`src/rtl/hls8x2_3_pkg.sv`:
```
// Shared types and constants for the HLS8x2 stage-3 product accumulator.
// Holds the accumulator state enum, the default datapath widths shared with
// the multiplier stage, and a constant-evaluable ceil(log2) helper.
package hls8x2_3_pkg;

   typedef enum logic {
      S_ACC = 1'b0,   // collecting products
      S_OUT = 1'b1    // holding a result for the consumer
   } state_e;

   localparam int IN_WIDTH_DEF  = 16;
   localparam int OUT_WIDTH_DEF = 16;

   // ceil(log2(v)); returns 0 for v <= 1. Bounded loop so it elaborates cleanly.
   function automatic int clog2(input int v);
      int r;
      r = 0;
      for (int i = 0; i < 31; i++) begin
         if ((1 << r) < v) r = r + 1;
      end
      return r;
   endfunction

endpackage

```
`src/rtl/hls8x2_3_sat.sv`:
```
// Signed saturation from ACC_WIDTH down to OUT_WIDTH bits.
// Latency: combinational. Backpressure: none (pure function of x).
// Ports: x (signed ACC_WIDTH in), y (clipped signed OUT_WIDTH out), sat (1 when clipped).
module hls8x2_3_sat #(
   parameter int ACC_WIDTH = 24,
   parameter int OUT_WIDTH = 16
) (
   input  logic signed [ACC_WIDTH-1:0] x,
   output logic signed [OUT_WIDTH-1:0] y,
   output logic                        sat
);

   // x fits in OUT_WIDTH iff every bit from the output sign bit upward
   // equals the input sign bit.
   logic [ACC_WIDTH-OUT_WIDTH:0] hi_bits;
   logic                         fits;

   assign hi_bits = x[ACC_WIDTH-1:OUT_WIDTH-1];
   assign fits    = (&hi_bits) | ~(|hi_bits);

   always_comb begin
      y   = x[OUT_WIDTH-1:0];
      sat = 1'b0;
      if (!fits) begin
         sat = 1'b1;
         // Negative overflow -> most negative value, positive -> most positive.
         y   = {x[ACC_WIDTH-1], {(OUT_WIDTH-1){~x[ACC_WIDTH-1]}}};
      end
   end

endmodule

```
`src/rtl/hls8x2_3_prod_accum.sv`:
```
// Sums VEC_LEN signed products into a wide accumulator, emits saturated result.
// Latency: sum_vld rises the cycle after the VEC_LEN-th accepted product.
// Backpressure: prod_ack drops while a result waits for sum_ack (one bubble per result).
// Ports: ap_clk/ap_rst (sync active-high); prod_V/prod_vld/prod_ack input handshake;
//        sum_V/sum_sat/sum_vld/sum_ack held output handshake.
module hls8x2_3_prod_accum
   import hls8x2_3_pkg::*;
#(
   parameter int IN_WIDTH  = IN_WIDTH_DEF,
   parameter int VEC_LEN   = 8,
   parameter int ACC_WIDTH = 24,
   parameter int OUT_WIDTH = OUT_WIDTH_DEF
) (
   input  logic                        ap_clk,
   input  logic                        ap_rst,
   input  logic signed [IN_WIDTH-1:0]  prod_V,
   input  logic                        prod_vld,
   output logic                        prod_ack,
   output logic signed [OUT_WIDTH-1:0] sum_V,
   output logic                        sum_sat,
   output logic                        sum_vld,
   input  logic                        sum_ack
);

   // Counter needs at least one bit even when VEC_LEN is 1.
   localparam int CNT_W = (clog2(VEC_LEN) < 1) ? 1 : clog2(VEC_LEN);
   localparam logic [CNT_W-1:0] CNT_LAST = CNT_W'(VEC_LEN - 1);

   state_e                        state_q;
   logic signed [ACC_WIDTH-1:0]   acc_q;
   logic        [CNT_W-1:0]       cnt_q;
   logic signed [OUT_WIDTH-1:0]   sum_q;
   logic                          sat_q;

   logic signed [ACC_WIDTH-1:0]   prod_ext;
   logic signed [ACC_WIDTH-1:0]   acc_d;
   logic signed [OUT_WIDTH-1:0]   sum_d;
   logic                          sat_d;

   // Size cast of a signed operand sign-extends; width rule rules out overflow.
   assign prod_ext = ACC_WIDTH'(prod_V);
   assign acc_d    = acc_q + prod_ext;

   hls8x2_3_sat #(
      .ACC_WIDTH (ACC_WIDTH),
      .OUT_WIDTH (OUT_WIDTH)
   ) u_sat (
      .x   (acc_d),
      .y   (sum_d),
      .sat (sat_d)
   );

   always_ff @(posedge ap_clk) begin
      if (ap_rst) begin
         state_q <= S_ACC;
         acc_q   <= '0;
         cnt_q   <= '0;
         sum_q   <= '0;
         sat_q   <= 1'b0;
      end else begin
         case (state_q)
            S_ACC: begin
               // prod_ack is 1 throughout S_ACC, so prod_vld alone marks a transfer.
               if (prod_vld) begin
                  if (cnt_q == CNT_LAST) begin
                     sum_q   <= sum_d;
                     sat_q   <= sat_d;
                     acc_q   <= '0;
                     cnt_q   <= '0;
                     state_q <= S_OUT;
                  end else begin
                     acc_q <= acc_d;
                     cnt_q <= cnt_q + CNT_W'(1);
                  end
               end
            end
            S_OUT: begin
               if (sum_ack) state_q <= S_ACC;
            end
            default: state_q <= S_ACC;
         endcase
      end
   end

   // Handshake outputs decode the state register only: no input-to-output path.
   assign prod_ack = (state_q == S_ACC);
   assign sum_vld  = (state_q == S_OUT);
   assign sum_V    = sum_q;
   assign sum_sat  = sat_q;

endmodule

```
`config.mk`:
```
export PLATFORM = sky130hd
export DESIGN_NAME = hls8x2_3_prod_accum
export DESIGN_NICKNAME = d
export VERILOG_FILES = /design/src/rtl/hls8x2_3_pkg.sv /design/src/rtl/hls8x2_3_sat.sv /design/src/rtl/hls8x2_3_prod_accum.sv
export SDC_FILE = /design/constraint.sdc
export NUM_CORES = 1
export LEC_CHECK = 0
export ABC_CLOCK_PERIOD_IN_PS = 3640
export CAP_MARGIN = 10
export CORE_MARGIN = 8
export CORE_UTILIZATION = 41
export DETAILED_ROUTE_END_ITERATION = 12
export PLACE_DENSITY = 0.62
export SETUP_SLACK_MARGIN = 0.05
export SYNTH_ARGS = -nofsm -noshare
export SYNTH_HDL_FRONTEND = slang
export SYNTH_SLANG_ARGS = --single-unit
```
`constraint.sdc`:
```
create_clock -name ap_clk -period 3.64 [get_ports ap_clk]
set_clock_uncertainty 0.05 [all_clocks]
set_input_delay 1.092 -clock ap_clk [delete_from_list [all_inputs] [get_ports ap_clk]]
set_output_delay 1.092 -clock ap_clk [all_outputs]
set_load 0.1 [all_outputs]
```
== After elaboration in Yosys (flattened, before gate mapping) ==
Cells that the tools add are included.
W data, S select, Z words.

* Bitwise operators: 4
* Equality and inequality tests: 1
* Add/subtract/negate cells: 2
* Multiplexer cells: 8
* Reduce and logical (&&, ||, !) cells: 4

{| class="wikitable"
|+ Operators by type and width
! cell !! number
|-
| $add A24 B16 Y24 || 1
|-
| $mux W24 || 1
|-
| $mux W16 || 1
|-
| $reduce_and A9 Y1 || 1
|-
| $reduce_or A9 Y1 || 1
|-
| $mux W1 || 4
|-
| $add A3 B1 Y3 const B || 1
|-
| $eq A3 B3 Y1 const B || 1
|-
| $mux W3 || 1
|-
| $not A1 Y1 || 3
|-
| $reduce_and A3 Y1 || 1
|-
| $pmux W1 S2 || 1
|-
| $reduce_and A2 Y1 || 1
|-
| $or A1 B1 Y1 || 1
|}

* Output and inout bits: 19
* Bits in registers: 45
* Input port bits: 20
* Word-level logic and storage cells: 24

== Depth between registers and ports, before layout ==
* Word-level depth: 5
* Gate-level depth with buffers: 13
* Gate-level depth less buffers: 12

== Hierarchy ==
From an unflattened synthesis, not the netlist that was laid out.

* Cell total of the unflattened synthesis: 389
* Area, all modules: 3131.8 um2

{| class="wikitable"
|+ By module, submodules not included
! module !! cells an instance !! instances !! seq. area each (um2) !! area each (um2)
|-
| hls8x2_3_prod_accum || 344 || 1 || 900.9 || 2831.5
|-
| hls8x2_3_sat || 45 || 1 || 0.0 || 300.3
|}

== Worst setup path before layout ==
No wires, ideal clock.

* Path kind: input port to flip-flop
* From: input prod_V[0]
* To: register sat_q, in the netlist sum_sat
* Setup slack: -0.148 ns
* Stages: 12
* Path buffers: 0
* Arrival: 3.623 ns
* Required time: 3.474 ns
* Setup time: 0.116 ns
* Cell sequence: ha_1 inv_1 fa_1 nand2b_1 a21o_1 a211o_1 and3_4 nor3_4 nand4_1 or3_1 mux2_4 a31o_1

* Cells in the longest elaborated chain, start to end: 5
* Elaborated cells between the ends (all ways): 6
* Classes of those cells: add/sub (1); mux (1); bitwise (2); reduce/logical (2)

{| class="wikitable"
|+ Ends and longest elaborated chain
! what !! RTL line !! RTL
|-
| start, declared || hls8x2_3_prod_accum.sv:16 || <nowiki>input logic signed [IN_WIDTH-1:0] prod_V,</nowiki>
|-
| $add A24 B16 Y24 * || hls8x2_3_prod_accum.sv:42 || <nowiki>assign acc_d = acc_q + prod_ext;</nowiki>
|-
| $reduce_or A9 Y1 || hls8x2_3_sat.sv:19 || <nowiki>assign fits = (&hi_bits) | ~(|hi_bits);</nowiki>
|-
| $not A1 Y1 || hls8x2_3_sat.sv:19 ||
|-
| $or A1 B1 Y1 * || hls8x2_3_sat.sv:19 ||
|-
| $mux W1 * || hls8x2_3_sat.sv:24 || <nowiki>if (!fits) begin</nowiki>
|-
| end signal, assigned || hls8x2_3_prod_accum.sv:67 || <nowiki>sat_q <= sat_d;</nowiki>
|-
| end, declared || hls8x2_3_prod_accum.sv:33 || <nowiki>logic sat_q;</nowiki>
|}

Mark *: on every way between the ends. The rest lies on a longest branch, timed or not.
A chain may end at the register's enable or synchronous reset.

== Worst setup path after layout ==
* From: input prod_V[10]
* To: register sum_q[10], in the netlist sum_V[10]

* Cells in the longest elaborated chain, start to end: 5
* Elaborated cells between the ends (all ways): 7
* Classes of those cells: add/sub (1); mux (1); bitwise (3); reduce/logical (2)

{| class="wikitable"
|+ Ends and longest elaborated chain
! what !! RTL line !! RTL
|-
| $add A24 B16 Y24 * || hls8x2_3_prod_accum.sv:42 ||
|-
| $reduce_or A9 Y1 || hls8x2_3_sat.sv:19 ||
|-
| $not A1 Y1 || hls8x2_3_sat.sv:19 ||
|-
| $or A1 B1 Y1 || hls8x2_3_sat.sv:19 ||
|-
| $mux W16 * || hls8x2_3_sat.sv:24 ||
|-
| end signal, assigned || hls8x2_3_prod_accum.sv:66 || <nowiki>sum_q <= sum_d;</nowiki>
|-
| end, declared || hls8x2_3_prod_accum.sv:32 || <nowiki>logic signed [OUT_WIDTH-1:0] sum_q;</nowiki>
|}

Marked as above.

==> run_results.csv <==
group,metric,value,unit
route,vias,3526,
route,dr.pass1.iters,4,
min_path,min-delay-path-class,"reg2reg",
yosys,syn_nets,456,
floorplanning,initial_utilization,0.422,
setup_path,cp_top_family,"buffers and inverters",
placement,place_ws,-0.802,ns
sta,fin_ws,0.0374,ns
floorplanning,die-area,11000,µm²
setup_path,crit_path_frequent_cell,"buf_4",
setup_path,crit_chain,"dlygate4sd2_1, ha_4, nand2_2, a211oi_2, a21oi_1, buf_4, buf_4, o21a_1, nor3_2, buf_4, nand3_1, or3_1, mux2_4, buf_12, o32ai_2",
yosys,synthFlopType,"dfxtp_1",
sta,hold_viol,0,
power_and_ir_drop,p_per_area,387,nW/µm²
yosys,avgSynthCellArea,7.92,µm²
final_layout,design_area,5030,µm²
outcome,run_status,"completed",
cts,cts-htree-levels,2,
cts,cts_sinks,45,
sta,period_minus_slack,3.60,ns
sta,max_slew_margin,0.464,
cts,insertion_delay,0.31,ns
setup_path,slowest_stage,"mux2_4",
yosys,synth.most_common_cell,"nor2_1",
setup_path,start_kind,"primary input",
final_layout,drive_above_1_share,0.423,
floorplanning,die_y,105,µm
setup_path,r2r_cells,16,
setup_path,cp_num_cells,15,
sta,tightestPinTransition,0.801,ns
yosys,synth_edf_count,0,
setup_path,cp-end-kind,"flop",
setup_path,reg2reg_from,"acc_q[0]",
setup_path,max_stage_delay,0.35,ns
sta,rsz0062_at_grt,"true",
global_route,grt_max_degree,27,
floorplanning,placementRows,32,
yosys,ys_top_cells_by_count,"69 x nor2_1, 48 x nand2_1, 45 x dfxtp_1",
floorplanning,core,7690,µm²
placement,dp_hpwl,7.59,mm
sta,fin_hold_ws,0.410,ns
placement,placed_cells,613,
sta,slew_violations,0,
global_route,grt_overflow,0,
yosys,synth.distinct_cells,58,
sta,period_share,0.990,
setup_path,required,3.81,ns
yosys,synth_top_cell_by_area,"dfxtp_1",
setup_path,r2r-end,"sum_V[10]",
final_layout,area_growth,54.9,%
cts,tritoncts,"yes",
setup_path,timing.critical_path.buf_inv,5,
final_layout,fill_cells,639,
yosys,yosysSeqAreaShare,0.278,
route,wire_per_inst,16.8,µm
route,wirelength,10.9,mm
sta,setup_violations,0,
placement,place_area,4260,µm²
setup_path,critical_path_class,"in2reg",
yosys,synthArstFlopShare,0,
final_layout,layout.cells.non_filler,648,
global_route,grt_pass1_vias,3738,
final_layout,antenna_cells,0,
setup_path,r2r_slack,0.48,ns
cts,clock_path_buffers,2,
global_route,grt_usage,0.194,
yosys,yosysWarningCount,0,
global_route,antenna_found_initial,0,
yosys,netlist_area,3250,µm²
yosys,synth-seq-cells,45,
route,vias_per_cell,5.44,
final_layout,final_nets,591,
placement,gp_congestion,0.898,
sta,timing.fmax,0.278,GHz
global_route,grt_pass1_wl,17.9,mm
floorplanning,die_x,105,µm
placement,port_buffers,38,
yosys,netlist_instances,410,
run,max_cap_viol_count,0,
cts,cts_buffers,5,
cts,path_clk_slew,0.09,ns
power_and_ir_drop,leakage,2.07,nW
setup_path,critPathMaxFanout,7,
yosys,synth_top_area_frac,0.278,
setup_path,worstSetupStartpoint,"prod_V[10]",
yosys,ys_top_cells_by_area,"dfxtp_1 28%, ha_1 9.6%, nor2_1 8.0%, nand2_1 5.6%, a21oi_1 5.2%",
setup_path,critPathCapture,"sum_V[10]",
power_and_ir_drop,peakVddDrop,0.000295,V
route,drt_iter0_markers,205,
cts,clock-root-buffer,"clkbuf_8",
route,drc,0,
route,detail-route-antenna-nets,0,
floorplanning,num_io_pins,39,
setup_path,arrival,3.78,ns
==> layout by cell type (no fill, tap or decap), types with 7 or more instances in the layout <==
cell type / netlist / layout
buf_4: 2 / 116
nor2_1: 69 / 66
nand2_1: 48 / 47
dfxtp_1: 45 / 45
a21oi_1: 34 / 22
a22oi_1: 21 / 21
ha_4: 0 / 19
buf_6: 1 / 17
o32ai_2: 9 / 13
a21oi_2: 1 / 11
xnor2_1: 9 / 9
o21ai_1: 6 / 9
nand4_1: 9 / 9
inv_1: 9 / 8
xor2_1: 9 / 8
o21ai_0: 11 / 7
dlygate4sd2_1: 0 / 7
==> cell families after synthesis <==
logic type	after synthesis	synth area share
compound gates	122	0.284
xor+xnor	19	0.0536
fa+ha+maj	26	0.103
buf+inv	33	0.0490
flops	45	0.278
mux	1	0.00462
simple gates	164	0.229
==> cell type report <==
| class | count | area (µm²) | share of cell area |
|---|---|---|---|
| sequential | 45 | 901 | 0.179 |
| multi-input combinational | 332 | 2660 | 0.529 |
| timing repair buffer | 152 | 1210 | 0.241 |
| clock inverter | 3 | 21.3 | 0.00423 |
| inverter | 9 | 33.8 | 0.00672 |
| clock buffer | 5 | 68.8 | 0.0137 |
| tap | 102 | 128 | 0.0254 |
==> what timing repair did <==
action / CTS / global route
endpoints found under the setup margin: 16 / 16
setup buffers: 20 / 7
hold endpoints to repair: 0 / 0
pin swaps: 40 / 25
hold buffers: 0 / 0
resized for setup: 98 / 23
==> state kept, by name, summed over array words and instances (netlist names) <==
name	flops
sum_vld	1
acc_q	24
sum_V	16
sum_sat	1
cnt_q	3
==> tightest hold or removal path, cell delays in order (launching register included) <==
cell     delay [ns]
dfxtp_1        0.32
nand2_1        0.05
a21oi_1        0.05
==> how the worst min path moves through the flow <==
stage | start | to | slack (ns) | cells past startpoint
after floorplan | cnt_q[1] | cnt_q[1] | 0.39 | 2
after global placement | cnt_q[1] | cnt_q[1] | 0.40 | 2
after detailed placement | sum_V[15] | sum_V[15] | 0.40 | 2
after CTS | sum_V[15] | sum_V[15] | 0.42 | 2
after global routing | sum_V[15] | sum_V[15] | 0.45 | 2
final | sum_V[15] | sum_V[15] | 0.41 | 2
==> power by group <==
group,leakage (nW),switching [W],internal [W]
clock,0.0445,0.000201,0.000137
combinational,1.66,0.000503,0.000536
sequential,0.367,0.0000376,0.000530
total,2.07,0.000742,0.00120
==> through the flow <==
stage	setup TNS, ns	utilization	total power, W
floorplan	0	-	0.00102
global placement	-12.30	0.555	0.00137
detailed placement	-13.12	0.555	0.00137
CTS	0	0.642	0.00188
global route	-1.28	0.654	0.00206
finish	0	0.654	0.00194
==> routing by layer <==
layer  track usage  wire length [µm]  vias up
met2         0.350              5410       59
met3        0.0295               249       28
met5             0                 0        -
li1              -                 -     1758
met4        0.0703               362        0
met1         0.226              4850     1681
Note: power is estimated with default switching activity, not from simulation.
